[config.mk]
export PLATFORM = sky130hd
export DESIGN_NAME = game_flow_ctrl
export DESIGN_NICKNAME = d
export VERILOG_FILES = /design/src/rtl/game_flow_ctrl.sv
export SDC_FILE = /design/constraint.sdc
export NUM_CORES = 1
export LEC_CHECK = 0
export ABC_AREA = 0
export CAP_MARGIN = 25
export CORE_AREA = 2 2 81 83
export CTS_CLUSTER_DIAMETER = 40
export DETAILED_ROUTE_END_ITERATION = 8
export DIE_AREA = 0 0 83 85
export GPL_TIMING_DRIVEN = 0
export HOLD_SLACK_MARGIN = 0.08
export PLACE_DENSITY = 0.8
export REMOVE_ABC_BUFFERS = 1
export SYNTH_ARGS = -nofsm -noshare
export SYNTH_HDL_FRONTEND = slang
export SYNTH_SLANG_ARGS = --single-unit
[constraint.sdc]
create_clock -name clk_d -period 4.95 [get_ports clk_d]
set_input_delay 1.485 -clock clk_d [delete_from_list [all_inputs] [get_ports clk_d]]
set_output_delay 1.485 -clock clk_d [all_outputs]
set_load 0.005 [all_outputs]
[src/rtl/game_flow_ctrl.sv]
// rtl/game_flow_ctrl.sv - Pong Toss screen sequencer: button debounce, countdown, scoring and VGA colour mux
module game_flow_ctrl #(
    parameter int DEBOUNCE_FRAMES   = 3,
    parameter int COUNT_STEP_FRAMES = 60,
    parameter int OVER_HOLD_FRAMES  = 120,
    parameter int START_LIVES       = 3,
    parameter int SCORE_W           = 8
) (
    input  logic               clk_d,
    input  logic               rst,
    input  logic               btn_start,
    input  logic               frame_tick,
    input  logic               cup_hit,
    input  logic               ball_miss,
    input  logic               video_on,
    input  logic [3:0]         start_r,
    input  logic [3:0]         start_g,
    input  logic [3:0]         start_b,
    input  logic [3:0]         play_r,
    input  logic [3:0]         play_g,
    input  logic [3:0]         play_b,
    input  logic [3:0]         over_r,
    input  logic [3:0]         over_g,
    input  logic [3:0]         over_b,
    output logic [3:0]         red,
    output logic [3:0]         green,
    output logic [3:0]         blue,
    output logic [1:0]         state,
    output logic               game_active,
    output logic [1:0]         countdown_val,
    output logic [SCORE_W-1:0] score,
    output logic [1:0]         lives,
    output logic [SCORE_W-1:0] high_score
);

    typedef enum logic [1:0] {
        S_IDLE  = 2'd0,
        S_COUNT = 2'd1,
        S_PLAY  = 2'd2,
        S_OVER  = 2'd3
    } state_t;

    // One frame counter serves both the countdown step and the game-over hold.
    localparam int CNT_MAX = (COUNT_STEP_FRAMES > OVER_HOLD_FRAMES) ? COUNT_STEP_FRAMES : OVER_HOLD_FRAMES;
    localparam int CNT_W   = $clog2(CNT_MAX + 1);
    localparam int DB_W    = $clog2(DEBOUNCE_FRAMES + 1);

    logic            sync1_q, sync2_q;
    logic [DB_W-1:0] db_cnt_q, db_cnt_d;
    logic            db_level_q, db_level_d;
    logic            db_prev_q;
    logic            press;

    state_t             state_q, state_d;
    logic [CNT_W-1:0]   cnt_q, cnt_d;
    logic [1:0]         cd_q, cd_d;
    logic [SCORE_W-1:0] score_q, score_d;
    logic [SCORE_W-1:0] high_q, high_d;
    logic [1:0]         lives_q, lives_d;
    logic [3:0]         red_q, green_q, blue_q;
    logic [3:0]         red_d, green_d, blue_d;

    always_ff @(posedge clk_d or posedge rst) begin
        if (rst) begin
            sync1_q    <= 1'b0;
            sync2_q    <= 1'b0;
            db_cnt_q   <= '0;
            db_level_q <= 1'b0;
            db_prev_q  <= 1'b0;
        end else begin
            sync1_q    <= btn_start;
            sync2_q    <= sync1_q;
            db_cnt_q   <= db_cnt_d;
            db_level_q <= db_level_d;
            db_prev_q  <= db_level_q;
        end
    end

    always_comb begin
        db_cnt_d   = db_cnt_q;
        db_level_d = db_level_q;
        if (frame_tick) begin
            if (sync2_q != db_level_q) begin
                if (db_cnt_q == DB_W'(DEBOUNCE_FRAMES - 1)) begin
                    db_level_d = sync2_q;
                    db_cnt_d   = '0;
                end else begin
                    db_cnt_d = db_cnt_q + DB_W'(1);
                end
            end else begin
                db_cnt_d = '0;
            end
        end
    end

    assign press = db_level_q & ~db_prev_q;

    always_ff @(posedge clk_d or posedge rst) begin
        if (rst) begin
            state_q <= S_IDLE;
            cnt_q   <= '0;
            cd_q    <= 2'd0;
            score_q <= '0;
            high_q  <= '0;
            lives_q <= 2'(START_LIVES);
            red_q   <= 4'd0;
            green_q <= 4'd0;
            blue_q  <= 4'd0;
        end else begin
            state_q <= state_d;
            cnt_q   <= cnt_d;
            cd_q    <= cd_d;
            score_q <= score_d;
            high_q  <= high_d;
            lives_q <= lives_d;
            red_q   <= red_d;
            green_q <= green_d;
            blue_q  <= blue_d;
        end
    end

    always_comb begin
        state_d = state_q;
        cnt_d   = cnt_q;
        cd_d    = cd_q;
        score_d = score_q;
        high_d  = high_q;
        lives_d = lives_q;
        case (state_q)
            S_IDLE: begin
                if (press) begin
                    state_d = S_COUNT;
                    cd_d    = 2'd3;
                    cnt_d   = '0;
                    score_d = '0;
                    lives_d = 2'(START_LIVES);
                end
            end
            S_COUNT: begin
                if (frame_tick) begin
                    if (cnt_q == CNT_W'(COUNT_STEP_FRAMES - 1)) begin
                        cnt_d = '0;
                        if (cd_q == 2'd1) begin
                            state_d = S_PLAY;
                            cd_d    = 2'd0;
                        end else begin
                            cd_d = cd_q - 2'd1;
                        end
                    end else begin
                        cnt_d = cnt_q + CNT_W'(1);
                    end
                end
            end
            S_PLAY: begin
                // A simultaneous hit wins; the miss in that cycle is dropped.
                if (cup_hit) begin
                    if (score_q != '1) begin
                        score_d = score_q + SCORE_W'(1);
                    end
                end else if (ball_miss) begin
                    if (lives_q <= 2'd1) begin
                        state_d = S_OVER;
                        lives_d = 2'd0;
                        cnt_d   = '0;
                    end else begin
                        lives_d = lives_q - 2'd1;
                    end
                end
            end
            S_OVER: begin
                if (score_q > high_q) begin
                    high_d = score_q;
                end
                if (frame_tick && (cnt_q != CNT_W'(OVER_HOLD_FRAMES))) begin
                    cnt_d = cnt_q + CNT_W'(1);
                end
                if (press && (cnt_q == CNT_W'(OVER_HOLD_FRAMES))) begin
                    state_d = S_IDLE;
                end
            end
            default: state_d = S_IDLE;
        endcase
    end

    always_comb begin
        red_d   = 4'd0;
        green_d = 4'd0;
        blue_d  = 4'd0;
        if (video_on) begin
            case (state_q)
                S_IDLE: begin
                    red_d   = start_r;
                    green_d = start_g;
                    blue_d  = start_b;
                end
                S_OVER: begin
                    red_d   = over_r;
                    green_d = over_g;
                    blue_d  = over_b;
                end
                default: begin
                    red_d   = play_r;
                    green_d = play_g;
                    blue_d  = play_b;
                end
            endcase
        end
    end

    assign red           = red_q;
    assign green         = green_q;
    assign blue          = blue_q;
    assign state         = state_q;
    assign game_active   = (state_q == S_PLAY);
    assign countdown_val = cd_q;
    assign score         = score_q;
    assign lives         = lives_q;
    assign high_score    = high_q;

endmodule

**After elaboration in Yosys (flattened, before gate mapping)**

Index checks and enable logic that the tools add are counted.

- Flip-flop bits (word level): 47
- Input port bits: 43
- Output and inout bits: 35
- Logic and storage cells: 94

- Add/sub/neg operators: 5
- Order comparisons: 2
- Eq/ne operators: 21
- Muxes and demuxes: 38
- Bitwise operators: 2
- Reductions and logical operators: 12

Operators by type and width:

| kind | number |
|---|---|
| two-way mux 7 bit | 7 |
| two-way mux 2 bit | 17 |
| one-hot mux 7 bit (4 select lines) | 1 |
| two-way mux 8 bit | 3 |
| one-hot mux 4 bit (2 select lines) | 3 |
| != test 2 bit (second input constant) | 9 |
| one-hot mux 8 bit (2 select lines) | 1 |
| two-way mux 4 bit | 3 |
| AND reduction 4 bit | 3 |
| adder 8 x 1 -> 8 bit (second input constant) | 1 |
| > comparator 8 bit | 1 |
| != test 8 bit (second input constant) | 1 |
| one-hot mux 2 bit (2 select lines) | 2 |
| one-hot mux 2 bit (4 select lines) | 1 |
| AND reduction 8 bit | 1 |
| adder 7 x 1 -> 7 bit (second input constant) | 1 |
| == test 7 x 6 -> 1 bit (second input constant) | 1 |
| == test 7 bit (second input constant) | 1 |
| != test 7 bit (second input constant) | 1 |
| == test 2 bit (second input constant) | 3 |
| AND reduction 6 bit | 1 |
| == test 2 x 1 -> 1 bit (second input constant) | 2 |
| != test 2 x 1 -> 1 bit (second input constant) | 2 |
| nonzero test 2 bit | 2 |
| 10 further kinds | 12 |

**Longest topological paths before layout**

- Word-level depth: 5
- Depth in mapped cells: 8
- Gate-level depth less buffers: 6

**Worst setup path after synthesis**

OpenSTA, ideal clock, no wires.

- Path type: input port to flip-flop
- Start point: input port cup_hit
- End point: register cnt_q[3]
- Setup time: 77 ps
- Arrival time: 2,584 ps
- Required time: 4,873 ps
- Slack: 2,288 ps
- Stages on the path: 5
- Buffers on the path: 1
- Cells stage by stage: nor3b_2 -> o221ai_2 -> buf_2 -> or4_1 -> a21oi_1

- Word-level cells in the longest chain between the ends: 2

Ends and longest elaborated chain:

| item | line | source |
|---|---|---|
| from (decl) | 13 | `input logic cup_hit,` |
| != test 2 bit (no source line) | -- |  |
| AND reduction 6 bit (no source line) | -- |  |
| to (signal assigned) | 111 | `cnt_q <= cnt_d;` |
| to (decl) | 55 | `logic [CNT_W-1:0] cnt_q, cnt_d;` |

No other way between the ends.
A chain may end at the register's enable or synchronous reset.

**Final worst setup path**

- Start point: register state_q[0] (netlist: state[0])
- End point: output port game_active

- Word-level cells in the longest chain between the ends: 1

Ends and longest elaborated chain:

| item | line | source |
|---|---|---|
| from (decl) | 54 | `state_t state_q, state_d;` |
| from (signal assigned) | 110 | `state_q <= state_d;` |
| == test 2 bit | 214 | `assign game_active = (state_q == S_PLAY);` |
| to (decl) | 29 | `output logic game_active,` |

No other way between the ends.

==> metrics.md <==
| Metric | Value |
|---|---|
| Syn_area_per_cell | 9.82 um^2 |
| Cts repair resizes | 0 |
| Post-Route WL | 6000 um |
| Via-to-Cell Ratio | 5.41 |
| Hold crit path type | reg -> reg |
| Cell Count, Final, Fillers Out | 427 |
| Power Density | 260 nW/um^2 |
| Reg2Reg Depth | 6 |
| Root Buffer | clkbuf_8 |
| Num rows | 29 |
| Hold buffers post-CTS | 0 |
| Seq/Total Area, Yosys | 0.432 |
| # clock sinks | 47 |
| Die area | 7060 um^2 |
| R2R Setup Slk | 2.34 ns |
| Commonest non-fill, non-tap cell in the layout | clkdlybuf4s50_1 |
| Yosys reg bits | 47 |
| Initial DRC count | 133 |
| Initial antenna violation count | 0 |
| CTS tree | built |
| Max-slew violations | 0 |
| CORE AREA | 6200 um^2 |
| RSZ-0062 raised after global routing | false |
| H-Tree Depth | 2 |
| Largest net degree at the start of global routing | 30 |
| Number of cells on the worst hold path | 0 |
| CP Capture Type | primary output |
| Setup_tns | 0 ns |
| FF-to-FF Start | state[0]$_DFFE_PP0P_ |
| Antenna-violating nets left | 0 |
| Area grow syn2layout | 32.7% |
| RD Place Congestion | 0.754 |
| Hold Path End | sync2_q$_DFF_PP0_ |
| Minimum clock period | 3.37 ns |
| Post-synth EDFFs | 0 |
| TritonCTS Buffers | 5 |
| Fillers | 540 |
| # placed instances | 419 |
| Total GRT Usage | 0.174 |
| DR DRC count | 0 |
| DP HPWL | 4490 um |
| Final instance area | 3620 um^2 |
| First-pass GRT wire length | 10100 um |
| Layout cells sized above 1 | 0.0629 |
| Post-synth top flop | dfrtp_1 |
| Routed length per instance | 14.1 um |
| Number of synthesis warnings | 0 |
| Die Y-Extent | 85 um |
| WP data required | 3.46 ns |
| Synth cell types | 57 |
| Slew Limit Headroom | 0.478 |
| DP Area | 3530 um^2 |
| Clock-pin transition on the worst setup and hold timing paths | 0.09 ns |
| Die Span X | 83 um |
| Crit path max fanout | 9 |
| Worst-Skew Late Latency | 0.31 ns |
| Mapped Area | 2730 um^2 |
| Layout Utilization | 0.584 |
| Longest Clk Path Bufs | 2 |
| Period utilisation layout | 0.680 |
| Crit path kind | reg -> out |
| Startpoint class of the critical path | register |
| Worst vdd ir | 0.174 mV |
| Min-delay src | sync1_q$_DFF_PP0_ |
| R2R Path End | state[1]$_DFFE_PP0P_ |
| Max-cap violation count | 0 |
| IO buf count | 77 |
| DRT Pass-1 Iters | 4 |
| Starting density of the core | 0.440 |
| Post-CTS setup buffer count | 0 |
| Worst path arrival time | 1.88 ns |
| Via count | 2309 |
| Commonest non-fill, non-tap cells in the layout | 77 x clkdlybuf4s50_1, 45 x dfrtp_1, 24 x nand2_1 |
| Ports | 78 |
| Antenna diodes | 0 |
| Worst-Margin Slew | 0.783 ns |
| Outcome | complete, no violations |
| Gr ovfl total | 0 |
| Final hold vios | 0 |
| Final setup skew | 0.0110 ns |
| Asr flop ratio synth | 1.00 |
| Vias in the first global route | 2210 |
| Final setup violation count | 0 |
| Achievable frequency | 297 MHz |
| Net count, final | 409 |
| Cells after Synth | 278 |
| Leak | 1.56 nW |
## cell families (layout without fill, tap and decap cells)
family	count (synthesis)	count (layout)	synth area share
XOR/XNOR	1	1	0.00321
buffers and inverters	38	110	0.0632
AO/OA/AOI/OAI	76	76	0.185
multiplexers	15	15	0.0610
AND/OR/NAND/NOR	84	84	0.178
flip-flops	47	47	0.432
adder cells (fa/ha/maj)	17	17	0.0779
## critical path, cell delays in order (launching register included)
cell             delay, ns
dfrtp_1               0.42
inv_1                 0.14
ha_1                  0.41
clkdlybuf4s50_1       0.60
## metal layers
layer	track usage	wire length [um]	vias up
li1	-	-	1147
met1	0.216	2640	1110
met2	0.303	3060	47
met3	0.0350	244	5
met4	0.0641	59	0
met5	0	0	-
## where the power goes
group	internal (W)	leakage [nW]	switching, W
combinational	0.000122	0.895	0.000101
clock	0.0000996	0.0483	0.000138
sequential	0.000433	0.612	0.0000479
total	0.000654	1.56	0.000287
## per-stage QoR
stage,worst slack [ns],power [W],hold WS [ns]
final,1.58,0.000941,0.364
after global routing,1.50,0.000998,0.367
after CTS,1.55,0.000949,0.358
after detailed placement,1.61,0.000713,0.337
after global placement,1.40,0.000697,0.333
after floorplan,2.31,0.000616,0.331
## synth_stat cells (all sizes together), types with 4 or more instances
cell type  count  area (um^2)
nor2          10         37.5
o21ai         20          100
clkbuf         9         45.0
mux2          10          116
a22oi         13         97.6
o31ai         11         82.6
buf            4         26.3
a21oi         14         70.1
or4            7         52.6
and2          12         75.1
nand2b         4         27.5
inv           24         90.1
dfrtp         45         1130
ha            17          213
mux2i          5         50.1
nand2         24         90.1
nand3         10         55.1
## flip-flops by register name, summed over array words and instances, names as in the netlist
signal	count
sync1_q	1
countdown_val	2
score	8
blue	4
db_prev_q	1
cnt_q	7
lives	2
state	2
high_score	8
sync2_q	1
db_level_q	1
red	4
green	4
db_cnt_q	2
## final cells by class
class                   count  area, um^2  area share
clock buffers               5        68.8      0.0190
clock inverters             3        18.8     0.00518
inverters                  24        90.1      0.0249
multi-input cells         193        1380       0.381
flip-flops and latches     47        1180       0.325
well taps                  77        96.3      0.0266
repair buffers             78         791       0.218
## how the worst max path moves through the flow
stage | end | slack (ns) | startpoint | depth (start not counted)
after floorplan | state[1]$_DFFE_PP0P_ | 2.31 | ball_miss | 4
after global placement | sync1_q$_DFF_PP0_ | 1.40 | rst | 2
after detailed placement | cnt_q[3]$_DFFE_PP0P_ | 1.61 | frame_tick | 5
after CTS | game_active | 1.55 | state[0]$_DFFE_PP0P_ | 3
after global routing | game_active | 1.50 | state[0]$_DFFE_PP0P_ | 3
final | game_active | 1.58 | state[0]$_DFFE_PP0P_ | 3
Power figures use the tool's default switching activity.
